`config.mk`:
```
export PLATFORM = sky130hd
export DESIGN_NAME = fifo_burst_reader
export DESIGN_NICKNAME = d
export VERILOG_FILES = /design/src/rtl/fifo_burst_reader_pkg.sv /design/src/rtl/fifo_skid_buf.sv /design/src/rtl/fifo_burst_reader.sv
export SDC_FILE = /design/constraint.sdc
export NUM_CORES = 1
export LEC_CHECK = 0
export BUFFER_PORTS_ARGS = -buffer_cell sky130_fd_sc_hd__buf_2
export CAP_MARGIN = 20
export CELL_PAD_IN_SITES_DETAIL_PLACEMENT = 2
export CELL_PAD_IN_SITES_GLOBAL_PLACEMENT = 2
export CORE_MARGIN = 1.5
export CORE_UTILIZATION = 40
export CTS_BUF_LIST = sky130_fd_sc_hd__clkbuf_2 sky130_fd_sc_hd__clkbuf_4 sky130_fd_sc_hd__clkbuf_8
export DETAILED_ROUTE_END_ITERATION = 6
export PLACE_DENSITY = 0.91
export REMOVE_ABC_BUFFERS = 1
export SLEW_MARGIN = 20
export SYNTH_ARGS = -nofsm -noshare
export SYNTH_HDL_FRONTEND = slang
export SYNTH_SLANG_ARGS = --single-unit
```
`constraint.sdc`:
```
create_clock -name rd_clk -period 7.9 [get_ports rd_clk]
set_input_delay 2.37 -clock rd_clk [delete_from_list [all_inputs] [get_ports rd_clk]]
set_output_delay 2.37 -clock rd_clk [all_outputs]
set_load 0.05 [all_outputs]
```
`src/rtl/fifo_burst_reader_pkg.sv`:
```
// Shared types and sizing for the burst reader and its skid buffer.
package fifo_burst_reader_pkg;
  typedef enum logic [1:0] {IDLE = 2'd0, RUN = 2'd1, DRAIN = 2'd2} state_t;
  localparam int SKID_DEPTH = 2;
  localparam int OCC_W      = $clog2(SKID_DEPTH + 1);
endpackage

```
`src/rtl/fifo_skid_buf.sv`:
```
// Two-entry register buffer between the FIFO pop and the output stream.
module fifo_skid_buf
  import fifo_burst_reader_pkg::*;
#(
  parameter int DATA_WIDTH = 16
) (
  input  logic                  rd_clk,
  input  logic                  rd_rst_n,
  input  logic                  flush,
  input  logic                  push,
  input  logic [DATA_WIDTH-1:0] push_data,
  input  logic                  push_last,
  output logic [DATA_WIDTH-1:0] out_data,
  output logic                  out_last,
  output logic                  out_valid,
  input  logic                  out_ready,
  output logic [OCC_W-1:0]      occ
);
  logic [DATA_WIDTH-1:0] d0, d1;
  logic                  l0, l1;
  logic                  pop;

  assign out_valid = (occ != '0);
  assign out_data  = d0;
  assign out_last  = l0 & out_valid;
  assign pop       = out_valid & out_ready;

  // Entry 0 is always the head; push into a full buffer never happens.
  always_ff @(posedge rd_clk or negedge rd_rst_n) begin
    if (!rd_rst_n) begin
      d0 <= '0; d1 <= '0; l0 <= 1'b0; l1 <= 1'b0; occ <= '0;
    end else if (flush) begin
      l0 <= 1'b0; l1 <= 1'b0; occ <= '0;
    end else begin
      case ({push, pop})
        2'b10: begin
          if (occ == '0) begin d0 <= push_data; l0 <= push_last; end
          else           begin d1 <= push_data; l1 <= push_last; end
          occ <= occ + 1'b1;
        end
        2'b01: begin
          d0 <= d1; l0 <= l1;
          occ <= occ - 1'b1;
        end
        2'b11: begin
          if (occ == OCC_W'(1)) begin
            d0 <= push_data; l0 <= push_last;
          end else begin
            d0 <= d1; l0 <= l1;
            d1 <= push_data; l1 <= push_last;
          end
        end
        default: ;
      endcase
    end
  end
endmodule

```
`src/rtl/fifo_burst_reader.sv`:
```
// Drains burst_len words from the sample FIFO onto a valid/ready stream,
// counting mid-burst underruns.
module fifo_burst_reader
  import fifo_burst_reader_pkg::*;
#(
  parameter int DATA_WIDTH     = 16,
  parameter int LEN_WIDTH      = 16,
  parameter int UNDERRUN_WIDTH = 8
) (
  input  logic                      rd_clk,
  input  logic                      rd_rst_n,
  input  logic                      start,
  input  logic [LEN_WIDTH-1:0]      burst_len,
  input  logic                      abort,
  input  logic [DATA_WIDTH-1:0]     fifo_rd_data,
  input  logic                      fifo_empty,
  output logic                      fifo_rd_en,
  output logic [DATA_WIDTH-1:0]     m_data,
  output logic                      m_valid,
  input  logic                      m_ready,
  output logic                      m_last,
  output logic                      busy,
  output logic                      done,
  output logic [UNDERRUN_WIDTH-1:0] underrun_count
);
  state_t               state, state_nxt;
  logic [LEN_WIDTH-1:0] len, pop_cnt;
  logic [OCC_W-1:0]     occ;
  logic                 start_ok, last_pop, acc, underrun_hit;

  assign start_ok = start & ~abort & (state == IDLE);
  assign last_pop = (pop_cnt == len - LEN_WIDTH'(1));
  assign acc      = m_valid & m_ready;

  always_ff @(posedge rd_clk or negedge rd_rst_n) begin
    if (!rd_rst_n) state <= IDLE;
    else           state <= state_nxt;
  end

  always_comb begin
    state_nxt = state;
    if (abort) state_nxt = IDLE;
    else begin
      case (state)
        IDLE:    if (start && burst_len != '0)  state_nxt = RUN;
        RUN:     if (fifo_rd_en && last_pop)    state_nxt = DRAIN;
        DRAIN:   if (acc && m_last)             state_nxt = IDLE;
        default:                                state_nxt = IDLE;
      endcase
    end
  end

  // Pop gating uses only registered state, so m_ready never reaches fifo_rd_en.
  always_comb begin
    fifo_rd_en   = 1'b0;
    underrun_hit = 1'b0;
    busy         = (state != IDLE);
    if (state == RUN && occ < OCC_W'(SKID_DEPTH) && pop_cnt < len) begin
      fifo_rd_en   = ~fifo_empty & ~abort;
      underrun_hit = fifo_empty;
    end
  end

  always_ff @(posedge rd_clk or negedge rd_rst_n) begin
    if (!rd_rst_n) begin
      len <= '0; pop_cnt <= '0; underrun_count <= '0; done <= 1'b0;
    end else begin
      done <= 1'b0;
      if (start_ok) begin
        len            <= burst_len;
        pop_cnt        <= '0;
        underrun_count <= '0;
        done           <= (burst_len == '0);
      end else if (!abort) begin
        if (fifo_rd_en) pop_cnt <= pop_cnt + 1'b1;
        if (underrun_hit && underrun_count != '1)
          underrun_count <= underrun_count + 1'b1;
        if (state == DRAIN && acc && m_last) done <= 1'b1;
      end
    end
  end

  fifo_skid_buf #(.DATA_WIDTH(DATA_WIDTH)) u_skid (
    .rd_clk    (rd_clk),
    .rd_rst_n  (rd_rst_n),
    .flush     (abort),
    .push      (fifo_rd_en),
    .push_data (fifo_rd_data),
    .push_last (last_pop),
    .out_data  (m_data),
    .out_last  (m_last),
    .out_valid (m_valid),
    .out_ready (m_ready),
    .occ       (occ)
  );
endmodule

```
==> flow_summary.toml <==
[status]
status = "completed"

[finish]
stdcell_count = 689
syn2layout_area_growth_pct = 14.5
finalCoreUtilization = 0.476
final_cell_area_sq_mm = 0.00523
n_antenna_cell = 0
layout-drive-gt1-share = 0.209
layout_commonest_cell = "dfrtp_1"
final_cell_mix = "dfrtp_1, buf_2, nand2_1"
design.final.nets = 603

[synth]
ys.warnings.count = 0
netlist_area_before_placement_sq_mm = 0.00457
asyncSetResetFlopFracSynth = 1.00
syn-instance-count = 484
count_of_unique_library_cells_instantiated_by_yosys = 56
ys_dominant_reg_cell = "dfrtp_1"
yosys-top-cells-area = "dfrtp_1, ha_1, o21ai_0"
yosys_register_bits = 79
sequential_fraction_of_the_synthesis_area = 0.433
synth.largest_area_cell = "dfrtp_1"
synth_enable_flop_cells = 0
syn_avg_cell_area_sq_um = 9.43
yosys.area.top_type_share = 0.433

[place]
portBuffers = 66
dp_slack_ns = 1.75
replace_congestion = 0.874
dp_hpwl_um = 11200
dp_cell_count = 673
placement.cell_area_sq_mm = 0.00503

[sta]
rsz0062_at_grt = "no"
final-hold-violation-count = 0
finalCritPeriodShare = 0.786
slew_margin_rel = 0.380
skew_ns = 0.0107
postLayoutSetupSlackWorst_ns = 1.69
period_needed_ns = 6.21
setup-tns-final_ns = 0
worst-slew-pin-transition_ns = 0.927
final.hold.worst_slack_ns = 0.503
timing.final.max_slew_violations = 0
fmaxAchievable_mhz = 161
final-setup-viol-count = 0

[die]
core_sq_mm = 0.0110
dieArea_sq_mm = 0.0121
die_y_um = 110
die-width_um = 110
floorplan.initialDensity = 0.416
boundaryPins = 67
floorplan.rows = 38

[grt]
first_global_vias = 4662
grt_antenna_before_repair = 0
grt_overflow = 0
groute.usage.overall = 0.275
grt_max_degree = 80
grt_pass1_wl_um = 24800

[clocking]
clock_insertion_delay_worst_skew_ns = 0.37
cts.root.buffer_cell = "clkbuf_8"
clock_sink_count = 79
numCtsBuffers = 9
tritoncts_clock_tree = "done"
postCtsHoldBufs = 0
post-cts-setup-buffers = 0
ctsHtreeMaxLevel = 3
postCtsResizedCells = 0
clk_transition_reported_paths_ns = 0.08
clk_path_buf_depth = 2

[routing]
vias = 4101
ant_nets = 0
route.detailed.drc = 0
initialDrtViolationCount = 149
route.final.wire_length_um = 15300
wl_per_cell_um = 22.3
detail_route.first_pass.iterations = 4
via_per_inst = 5.95

[setup_path]
path_max_fanout = 13
critical_path_launch_point_type = "primary input"
path_class = "primary input to output pin"
critical_path_sink_type = "output pin"
cp_data_arrival_time_ns = 3.84
cp.required_ns = 5.53
reg2reg_setup_slack_ns = 4.35

[pwr]
leakage_power_figure_nw = 2.35
p_per_area_mw_per_mm2 = 284
max-vdd-ir-drop_v = 0.000200
post_layout_power_mw = 1.48

[run]
count_of_maximum_capacitance_violations = 0

[worst_hold_path]
hold_path_class = "flip-flop to flip-flop"
flip-flops by register name, indices dropped and copies added, names as in the netlist:
signal	count
state	2
u_skid.occ	2
u_skid.d1	16
u_skid.l1	1
done	1
u_skid.out_data	16
u_skid.l0	1
pop_cnt	16
underrun_count	8
len	16
area by class of cell:
class | count | area, sq um
repair buffers | 70 | 367
well taps | 140 | 175
inverters | 25 | 93.8
flip-flops and latches | 79 | 1980
clock inverters | 5 | 41.3
multi-input cells | 359 | 2430
clock buffers | 11 | 145
fillers | 1187 | 5750
report_power, final:
group          internal [mW]  switching (mW)  total, mW
sequential             0.509          0.0909      0.599
combinational          0.185           0.406      0.591
clock                  0.128           0.165      0.294
cells by family (layout without fill, tap and decap cells):
logic type | Yosys count | in the layout | share of synthesized area
compound gates | 104 | 104 | 0.140
xor+xnor | 21 | 21 | 0.0403
fa+ha+maj | 21 | 21 | 0.0575
buf+inv | 46 | 111 | 0.0400
flops | 79 | 79 | 0.433
mux | 36 | 36 | 0.0836
simple gates | 177 | 177 | 0.206
synthesized netlist by cell type (all sizes together) (3+ instances only):
cell    instances
clkbuf         14
and3            4
xnor2          15
a21oi          14
nand3b          3
inv            25
nand4          15
o211ai          4
mux2           17
a211oi          3
o31ai           6
buf             7
or2             3
or3             6
nand2b          4
nand2          62
nor4           11
or4            12
dfrtp          79
nor4b           3
xor2            6
nor2b           4
or4b            3
nor3           11
nand3          12
ha             21
nor2           19
mux2i          19
o211a           3
o21ai          49
a31oi           7
path summary, 6_finish.rpt:
check,from,endpoint,cells past startpoint
hold reg to reg,u_skid.out_data[14],u_skid.out_data[14],2
setup / recovery,abort,fifo_rd_en,6
min in group asynchronous,rd_rst_n,u_skid.d1[6],1
setup reg to reg,pop_cnt[9],pop_cnt[10],8
max in group asynchronous,rd_rst_n,len[4],1
hold / removal,u_skid.out_data[14],u_skid.out_data[14],2
per-layer routing:
layer  vias up  part of all wire  GRT usage
met4         0             0.017     0.0816
met3        21             0.040     0.0670
met5         -                 0          0
li1       1877                 -          -
met1      2109              0.41      0.307
met2        94              0.53      0.511
critical path, cell delays in order:
cell	delay (ns)
buf_2	0.20
nor2_1	0.29
and2_1	0.26
nand2_1	0.21
inv_1	0.21
buf_2	0.30
(Power assumes the default switching activity.)
